`src/rtl/wb_gpio_arbiter.sv`:
```
// Round-robin two-master Wishbone arbiter in front of the GPIO/PWM/timer slave.
// Define WB_GPIO_ARB_TIMEOUT_EN to add the stuck-slave watchdog.
module wb_gpio_arbiter #(
  parameter int WB_DAT_WIDTH   = 16,
  parameter int WB_ADR_WIDTH   = 14,
  parameter int TIMEOUT_CYCLES = 64
) (
  input  logic                    clk,
  input  logic                    rst,
  input  logic [WB_ADR_WIDTH-1:0] m0_adr_i,
  input  logic [WB_DAT_WIDTH-1:0] m0_dat_i,
  input  logic                    m0_we_i,
  input  logic                    m0_cyc_i,
  input  logic                    m0_stb_i,
  output logic [WB_DAT_WIDTH-1:0] m0_dat_o,
  output logic                    m0_ack_o,
  input  logic [WB_ADR_WIDTH-1:0] m1_adr_i,
  input  logic [WB_DAT_WIDTH-1:0] m1_dat_i,
  input  logic                    m1_we_i,
  input  logic                    m1_cyc_i,
  input  logic                    m1_stb_i,
  output logic [WB_DAT_WIDTH-1:0] m1_dat_o,
  output logic                    m1_ack_o,
  output logic [WB_ADR_WIDTH-1:0] s_adr_o,
  output logic [WB_DAT_WIDTH-1:0] s_dat_o,
  output logic                    s_we_o,
  output logic                    s_cyc_o,
  output logic                    s_stb_o,
  input  logic [WB_DAT_WIDTH-1:0] s_dat_i,
  input  logic                    s_ack_i,
  output logic [1:0]              grant_o,
  output logic                    timeout_o
);

  // State encoding doubles as the one-hot grant vector.
  localparam logic [1:0] IDLE   = 2'b00;
  localparam logic [1:0] GRANT0 = 2'b01;
  localparam logic [1:0] GRANT1 = 2'b10;

  if (TIMEOUT_CYCLES < 2) begin : g_bad_cfg
    $error("TIMEOUT_CYCLES must be >= 2");
  end

  logic [1:0]              r_state;
  logic [1:0]              w_next;
  logic                    r_last;
  logic                    w_last_next;
  logic                    w_req0;
  logic                    w_req1;
  logic                    w_idle;
  logic                    w_gnt;
  logic                    w_sel;
  logic                    w_cyc;
  logic                    w_stb;
  logic                    w_to;
  logic                    w_done;
  logic                    w_ack;
  logic [WB_DAT_WIDTH-1:0] w_rdat;

  assign w_req0 = m0_cyc_i & m0_stb_i;
  assign w_req1 = m1_cyc_i & m1_stb_i;
  assign w_idle = (r_state == IDLE);
  assign w_gnt  = |r_state;
  assign w_sel  = r_state[1];
  assign w_cyc  = w_sel ? m1_cyc_i : m0_cyc_i;
  assign w_stb  = w_sel ? m1_stb_i : m0_stb_i;

`ifdef WB_GPIO_ARB_TIMEOUT_EN
  localparam int CW = $clog2(TIMEOUT_CYCLES);

  logic [CW-1:0] r_cnt;
  logic          r_to;

  assign w_to = w_gnt & ~s_ack_i
              & (r_cnt == CW'(TIMEOUT_CYCLES - 1));

  always_ff @(posedge clk or posedge rst) begin
    if (rst) begin
      r_cnt <= '0;
      r_to  <= 1'b0;
    end else begin
      r_cnt <= w_gnt ? r_cnt + 1'b1 : '0;
      if (w_to) r_to <= 1'b1;
    end
  end

  assign timeout_o = r_to;
`else
  assign w_to      = 1'b0;
  assign timeout_o = 1'b0;
`endif

  assign w_done = w_gnt & (s_ack_i | ~w_cyc | w_to);

  always_comb begin
    w_next      = r_state;
    w_last_next = r_last;
    unique case (1'b1)
      w_idle & w_req0 & (~w_req1 | r_last): w_next = GRANT0;
      w_idle & w_req1 & (~w_req0 | ~r_last): w_next = GRANT1;
      w_done: begin
        w_next      = IDLE;
        w_last_next = w_sel;
      end
      default: ;
    endcase
  end

  always_ff @(posedge clk or posedge rst) begin
    if (rst) begin
      r_state <= IDLE;
      r_last  <= 1'b1;
    end else begin
      r_state <= w_next;
      r_last  <= w_last_next;
    end
  end

  always_comb begin
    s_adr_o = '0;
    s_dat_o = '0;
    s_we_o  = 1'b0;
    s_cyc_o = 1'b0;
    s_stb_o = 1'b0;
    if (w_gnt) begin
      s_adr_o = w_sel ? m1_adr_i : m0_adr_i;
      s_dat_o = w_sel ? m1_dat_i : m0_dat_i;
      s_we_o  = w_sel ? m1_we_i : m0_we_i;
      s_cyc_o = w_cyc & ~w_to;
      s_stb_o = w_stb & ~w_to;
    end
  end

  // A watchdog expiry looks like an ack carrying all-ones.
  assign w_ack  = s_ack_i | w_to;
  assign w_rdat = w_to ? '1 : s_dat_i;

  assign m0_ack_o = r_state[0] & w_ack;
  assign m1_ack_o = r_state[1] & w_ack;
  assign m0_dat_o = r_state[0] ? w_rdat : '0;
  assign m1_dat_o = r_state[1] ? w_rdat : '0;
  assign grant_o  = r_state;

endmodule

```
`config.mk`:
```
export PLATFORM = sky130hd
export DESIGN_NAME = wb_gpio_arbiter
export DESIGN_NICKNAME = d
export VERILOG_FILES = /design/src/rtl/wb_gpio_arbiter.sv
export SDC_FILE = /design/constraint.sdc
export NUM_CORES = 1
export LEC_CHECK = 0
export BUFFER_PORTS_ARGS = -buffer_cell sky130_fd_sc_hd__clkbuf_2
export CORE_ASPECT_RATIO = 0.8
export CORE_UTILIZATION = 24
export DETAILED_ROUTE_END_ITERATION = 8
export GPL_ROUTABILITY_DRIVEN = 1
export HOLD_SLACK_MARGIN = 0.06
export PLACE_DENSITY = 0.78
export SETUP_SLACK_MARGIN = 0.5
export SYNTH_ARGS = -nofsm -noshare
export SYNTH_HDL_FRONTEND = slang
export SYNTH_SLANG_ARGS = --single-unit
```
`constraint.sdc`:
```
create_clock -name clk -period 1.2 [get_ports clk]
set_input_delay 0.3 -clock clk [delete_from_list [all_inputs] [get_ports clk]]
set_output_delay 0.3 -clock clk [all_outputs]
set_load 0.1 [all_outputs]
```
==> results of run 1 <==
==> cell families after synthesis <==
kind of cell	Yosys count	share of synthesized area, %
other cells	1	0.451
flops	3	9.19
buf+inv	14	15.7
compound gates	39	42.5
simple gates	41	32.2
==> cells in the mapped netlist <==
master,number,area [µm²]
and2_1,34,213
a22o_1,33,289
buf_4,4,30.0
buf_8,4,60.1
a21oi_2,3,26.3
buf_6,2,22.5
dfrtp_1,2,50.1
nand2b_1,2,12.5
and3_1,1,6.26
buf_2,1,5.00
clkbuf_2,1,5.00
conb_1,1,3.75
dfstp_2,1,26.3
inv_1,1,3.75
inv_2,1,3.75
nand2_1,1,3.75
nand3b_1,1,7.51
nor2_4,1,11.3
nor2b_4,1,13.8
o2111ai_1,1,8.76
o31ai_2,1,12.5
o41ai_2,1,16.3
==> through the flow <==
step,hold slack [ns],util [%]
floorplan,0.0530,-
global placement,0.152,94.4
detailed placement,0.163,94.4
==> reports/metrics.csv, run 1 <==
metric,value,unit
tool error,[ERROR DPL-0033] detailed placement checks failed during check placement.,
Inserted Clock Buffers,3,
H-Tree Depth,1,
DP Worst Slack,-0.357,ns
dpl cells,289,
Die Wd,67.8,µm
post-synthesis sequential area ratio,9.19,%
Post-CTS Resized,6,
status,aborted with a tool error,
Syn Nets,183,
syn avg cell area,8.48,µm²
routability cong.,0.760,
clock net sink count,3,
Starting Density,26.0,%
post-CTS setup buffer count,1,
Synth Register Bits,3,
Die Span Y,54.6,µm
"Distinct cells, synth",22,
PortBufs,153,
dpl hpwl,5090,µm
Synthesis Warnings,0,
last step reached,4_1_cts,
DP Area,0.00302,mm²
IO Pins,155,
num rows,18,
clk root buf,clkbuf_8,
cell area after synthesis,831,µm²
maximum clock path buffer count,2,
Post-Synthesis Cells,98,
Post-CTS Hold Buffers,1,
==> run 2: changes to the inputs <==
==> config.mk (replaced) <==
export PLATFORM = sky130hd
export DESIGN_NAME = wb_gpio_arbiter
export DESIGN_NICKNAME = d
export VERILOG_FILES = /design/src/rtl/wb_gpio_arbiter.sv
export SDC_FILE = /design/constraint.sdc
export NUM_CORES = 1
export LEC_CHECK = 0
export BUFFER_PORTS_ARGS = -buffer_cell sky130_fd_sc_hd__clkbuf_2
export CORE_UTILIZATION = 20
export DETAILED_ROUTE_END_ITERATION = 8
export GPL_ROUTABILITY_DRIVEN = 1
export PLACE_DENSITY_LB_ADDON = 0.15
export SYNTH_ARGS = -nofsm -noshare
export SYNTH_HDL_FRONTEND = slang
export SYNTH_SLANG_ARGS = --single-unit
==> constraint.sdc (replaced) <==
create_clock -name clk -period 1.6 [get_ports clk]
set_input_delay 0.4 -clock clk [delete_from_list [all_inputs] [get_ports clk]]
set_output_delay 0.4 -clock clk [all_outputs]
set_load 0.1 [all_outputs]
==> run 2 against run 1 <==
The flow now finishes, with violations (negative setup slack). Synthesized area is the same. Synthesized cell count is the same.
==> reports/metrics.csv, run 2 <==
metric,value,unit
status,"complete, but fails checks",
violated checks,negative setup slack,
dpl hpwl,3600,µm
# DRC,0,
Startpoint Class,flip-flop,
DRT iter0 DRCs,24,
Die Span Y,66.5,µm
Post-CTS Hold Buffers,0,
vias in the first global route,1409,
total core area,0.00400,mm²
"top cells by count, synth","and2_1 (34), a22o_1 (33), buf_4 (4), buf_8 (4), a21oi_2 (3)",
leading area contributor after synthesis,a22o_1,
IO Pins,155,
Detailed Routing Iterations Pass 1,4,
clock net sink count,3,
final worst path period need,1.85,ns
largest net degree at the start of global routing,33,
"CTS clk-pin slew, worst paths",0.03,ns
most frequent cells in the layout,"clkbuf_2 (84), buf_12 (74), and2_4 (34), a22o_4 (33), buf_4 (7)",
maximum clock path buffer count,2,
H-Tree Depth,1,
fin worst setup slack,-0.251,ns
Hold Path Class,in -> async,
"top cells by area, synth","a22o_1 (35%), and2_1 (26%), buf_8 (7.2%)",
Worst-Skew Late Latency,0.22,ns
Final Hold Viols,0,
Post-Synthesis Cells,98,
cell area after synthesis,831,µm²
Synth top area share,34.8,%
vias post-DR,1458,
max-cap violations,0,
"most common cell after layout, fill and taps aside",clkbuf_2,
"Slew Viols, Final",0,
final hold slack,0.0273,ns
Layout Skew,0.000933,ns
share of layout cells above drive strength 1,96.6,%
r2r setup slk,0.23,ns
routability cong.,0.725,
reg-to-reg startpoint,grant_o[1],
Crit. End Element,output port,
CP peak stage delay,0.51,ns
"Distinct cells, synth",22,
Inserted Clock Buffers,3,
Area growth syn-to-layout,296,%
fin nets,348,
die area,0.00442,mm²
post-synthesis sequential area ratio,9.19,%
asr flop ratio synth,100,%
"wirelength, routed",4740,µm
maximum fanout along the worst path,8,
Cell Pwr Density,1050,mW/mm²
Synth Register Bits,3,
global-route wire length before repair,6560,µm
Worst EP required,1.20,ns
clk root buf,clkbuf_8,
Worst R2R Path Depth,4,
initial antenna violation count,0,
Final ANT Viol Nets,0,
Worst Path Arrival,1.45,ns
syn avg cell area,8.48,µm²
largest vdd supply drop,0.000663,V
total power,3.46,mW
CP bufs+invs,3,
RSZ-0062 raised after global routing,yes,
Die Wd,66.5,µm
n_diodes,0,
Worst R2R End,grant_o[1],
Vias per Instance,4.67,
Peak Freq,0.540,GHz
"EDFF count, synth",0,
PortBufs,153,
most numerous cell in the Yosys netlist,and2_1,
Congestion Overflow GR,0,
Synth Flop Type,dfrtp_1,
fin crit share,116,%
gr usage total,19.5,%
num rows,23,
crit-path leading delay family,flip-flops,
CTS tree,done,
P_leak,1.63,nW
cell chain of the critical path,buf_4 > clkbuf_16 > a22o_4 > buf_12,
Syn Nets,183,
max reg flops,2,
Synthesis Warnings,0,
critical path's slowest cell,dfrtp_4,
CP Class,reg -> out,
DR WL/cell,15.2,µm
Starting Density,20.8,%
Critical Path Start,grant_o[1],
"Setup violations, final",64,
==> run 2: per-layer routing <==
metal / routed length, µm / global-route usage, % / up-vias
met5: 0 / 0 / -
met1: 1580 / 19.9 / 677
met3: 336 / 4.11 / 6
li1: - / - / 689
met4: 78 / 6.65 / 0
met2: 2750 / 38.3 / 86
==> run 2: power breakdown <==
group / total [mW] / leakage [nW] / switching (mW) / internal [mW]
clock network: 0.224 / 0.0228 / 0.0541 / 0.170
logic: 3.10 / 1.58 / 1.86 / 1.24
registers: 0.130 / 0.0337 / 0.0237 / 0.107
==> run 2: cells by family (layout without fill, tap and decap cells) <==
group | count (synthesis) | in the layout | synth area share [%]
AND/OR/NAND/NOR | 41 | 41 | 32.2
buffers and inverters | 14 | 178 | 15.7
other | 1 | 1 | 0.451
AO/OA/AOI/OAI | 39 | 39 | 42.5
flip-flops | 3 | 3 | 9.19
==> run 2: repair_timing <==
item / 4_1_cts / 5_1_grt
endpoints found under the setup margin: 67 / 65
gates cloned: 2 / 3
pin swaps: 2 / 8
gates resized for setup: 12 / 5
buffers inserted: 1 / 8
==> run 2: worst reg2reg max path: cells and delay by family (launching register included) <==
kind | cells | cell delay [ns]
flip-flops | 1 | 0.51
buffers and inverters | 3 | 0.46
AO/OA/AOI/OAI | 1 | 0.31
==> run 2: worst max path at each step <==
stage / slack [ns] / cells after the start / to
global route: -0.28 / 4 / s_we_o
detailed placement: -0.02 / 4 / s_we_o
CTS: -0.26 / 4 / s_adr_o[11]
global placement: -0.0006 / 4 / s_dat_o[14]
floorplan: -0.16 / 3 / m0_dat_o[0]
finish: -0.25 / 4 / s_stb_o
==> run 2: metrics by stage <==
| stage | instances | TNS (ns) | util, % | area, µm² | worst slack [ns] |
|---|---|---|---|---|---|
| floorplan | 98 | -8.31 | - | 1200 | -0.160 |
| global placement | 295 | -0.000641 | 75.7 | 3030 | -0.000641 |
| detailed placement | 295 | -0.332 | 75.7 | 3030 | -0.0226 |
| CTS | 302 | -10.11 | 79.1 | 3170 | -0.263 |
| global route | 312 | -12.82 | 82.3 | 3290 | -0.280 |
| finish | 312 | -11.28 | 82.3 | 3290 | -0.251 |
==> run 2: final cells by class <==
class | instances | area (µm²)
repair buffers | 172 | 2090
multi-input cells | 81 | 998
fillers | 204 | 709
flip-flops and latches | 3 | 83.8
well taps | 50 | 62.6
clock buffers | 4 | 45.0
inverters | 2 | 10.0
No activity file was read; power rests on OpenSTA's default activity.
==> run 3: changes to the inputs <==
--- a/config.mk
+++ b/config.mk
@@ -6,6 +6,7 @@
 export NUM_CORES = 1
 export LEC_CHECK = 0
 export BUFFER_PORTS_ARGS = -buffer_cell sky130_fd_sc_hd__clkbuf_2
+export CAP_MARGIN = 10
 export CORE_UTILIZATION = 20
 export DETAILED_ROUTE_END_ITERATION = 8
 export GPL_ROUTABILITY_DRIVEN = 1
==> constraint.sdc (replaced) <==
create_clock -name clk -period 2 [get_ports clk]
set_input_delay 0.5 -clock clk [delete_from_list [all_inputs] [get_ports clk]]
set_output_delay 0.5 -clock clk [all_outputs]
set_load 0.02 [all_outputs]
==> run 3 against run 2 <==
Count of clock-buffer cells in the layout unchanged. Die area unchanged. The run now ends clean. Critical path depth unchanged. Largest cell class unchanged. Non-clock buffer count down 15. Largest power group unchanged. Flip-flop and latch count unchanged.
==> reports/metrics.csv, run 3 (synthesis results as in run 2) <==
metric,value,unit
Final ANT Viol Nets,0,
num rows,23,
vias in the first global route,1137,
dpl cells,293,
routability cong.,0.739,
global-route wire length before repair,4800,µm
fin crit share,96.6,%
largest vdd supply drop,0.000169,V
die area,0.00442,mm²
"most common cell after layout, fill and taps aside",clkbuf_2,
Worst Path Arrival,1.43,ns
Vias per Instance,4.45,
DRT iter0 DRCs,20,
CP Class,reg -> out,
clk root buf,clkbuf_8,
Startpoint Class,flip-flop,
PortBufs,153,
IO Pins,155,
Worst-Skew Late Latency,0.21,ns
status,"finished, final reports clean",
"CTS clk-pin slew, worst paths",0.03,ns
Die Wd,66.5,µm
CTS tree,done,
maximum clock path buffer count,2,
most frequent cells in the layout,"clkbuf_2 (153), and2_1 (34), a22o_1 (33), a21oi_2 (3), clkbuf_8 (3)",
Detailed Routing Iterations Pass 1,4,
clock net sink count,3,
initial antenna violation count,0,
post-route non-filler standard cell count,297,
Congestion Overflow GR,0,
r2r setup slk,0.82,ns
# DRC,0,
final worst path period need,1.93,ns
share of layout cells above drive strength 1,68.8,%
maximum fanout along the worst path,33,
Post-CTS Resized,0,
Peak Freq,0.517,GHz
Final Hold Viols,0,
max-cap violations,0,
total core area,0.00400,mm²
dpl hpwl,2790,µm
gr usage total,14.2,%
Hold Path Class,in -> async,
Layout Skew,0.00230,ns
Critical Path Start,grant_o[1],
Worst EP required,1.50,ns
post-CTS setup buffer count,0,
fin nets,333,
reg-to-reg startpoint,grant_o[1],
n_diodes,0,
H-Tree Depth,1,
Inserted Clock Buffers,3,
Starting Density,20.8,%
"Setup violations, final",0,
Post-CTS Hold Buffers,0,
largest net degree at the start of global routing,34,
RSZ-0062 raised after global routing,no,
P_leak,1.02,nW
Crit. End Element,output port,
vias post-DR,1322,
Area growth syn-to-layout,97.1,%
Cell Pwr Density,588,mW/mm²
Fin Setup TNS,0,ns
max reg flops,2,
DR WL/cell,11.4,µm
"Slew Viols, Final",0,
Die Span Y,66.5,µm
"wirelength, routed",3380,µm
run 3: power by group:
group | total, mW | internal, mW | switching (mW)
Combinational | 0.684 | 0.287 | 0.397
Clock | 0.175 | 0.136 | 0.0394
Sequential | 0.104 | 0.0822 | 0.0215
run 3: critical path, cell delays in order (launching register included):
cell      delay (ns)
dfrtp_2         0.51
nor2_4          0.17
buf_12          0.19
a22o_1          0.16
clkbuf_2        0.17
run 3: worst paths after layout:
kind	to	cells after the start
max in group asynchronous	r_last	2
max reg2reg	grant_o[0]	4
max	s_adr_o[0]	4
min in group clk	grant_o[0]	2
min reg2reg	r_last	2
min	grant_o[1]	2
run 3: final cells by class:
class / instances / area, µm²
inverter: 2 / 7.51
clock buffer: 4 / 45.0
fill: 422 / 2360
sequential: 3 / 77.6
tap: 50 / 62.6
multi-input combinational: 81 / 624
timing repair buffer: 157 / 821
run 3: through the flow:
| step | setup slack [ns] | power, mW | utilization [%] | hold slack (ns) | cell area, µm² |
|---|---|---|---|---|---|
| 2_1_floorplan | 0.418 | 0.562 | - | 0.253 | 831 |
| 6_report | 0.0671 | 0.963 | 40.9 | 0.129 | 1640 |
| 5_1_grt | 0.00826 | 1.03 | 40.9 | 0.143 | 1640 |
| 3_3_place_gp | 0.340 | 0.794 | 39.8 | 0.355 | 1590 |
| 3_5_place_dp | 0.302 | 0.792 | 39.8 | 0.355 | 1590 |
| 4_1_cts | 0.0598 | 0.977 | 40.9 | 0.126 | 1640 |
run 3: metal layers:
metal / GRT usage [%] / wire length, µm
met5: 0 / 0
met4: 8.78 / 33
met3: 1.71 / 227
met2: 25.5 / 1780
met1: 15.8 / 1330
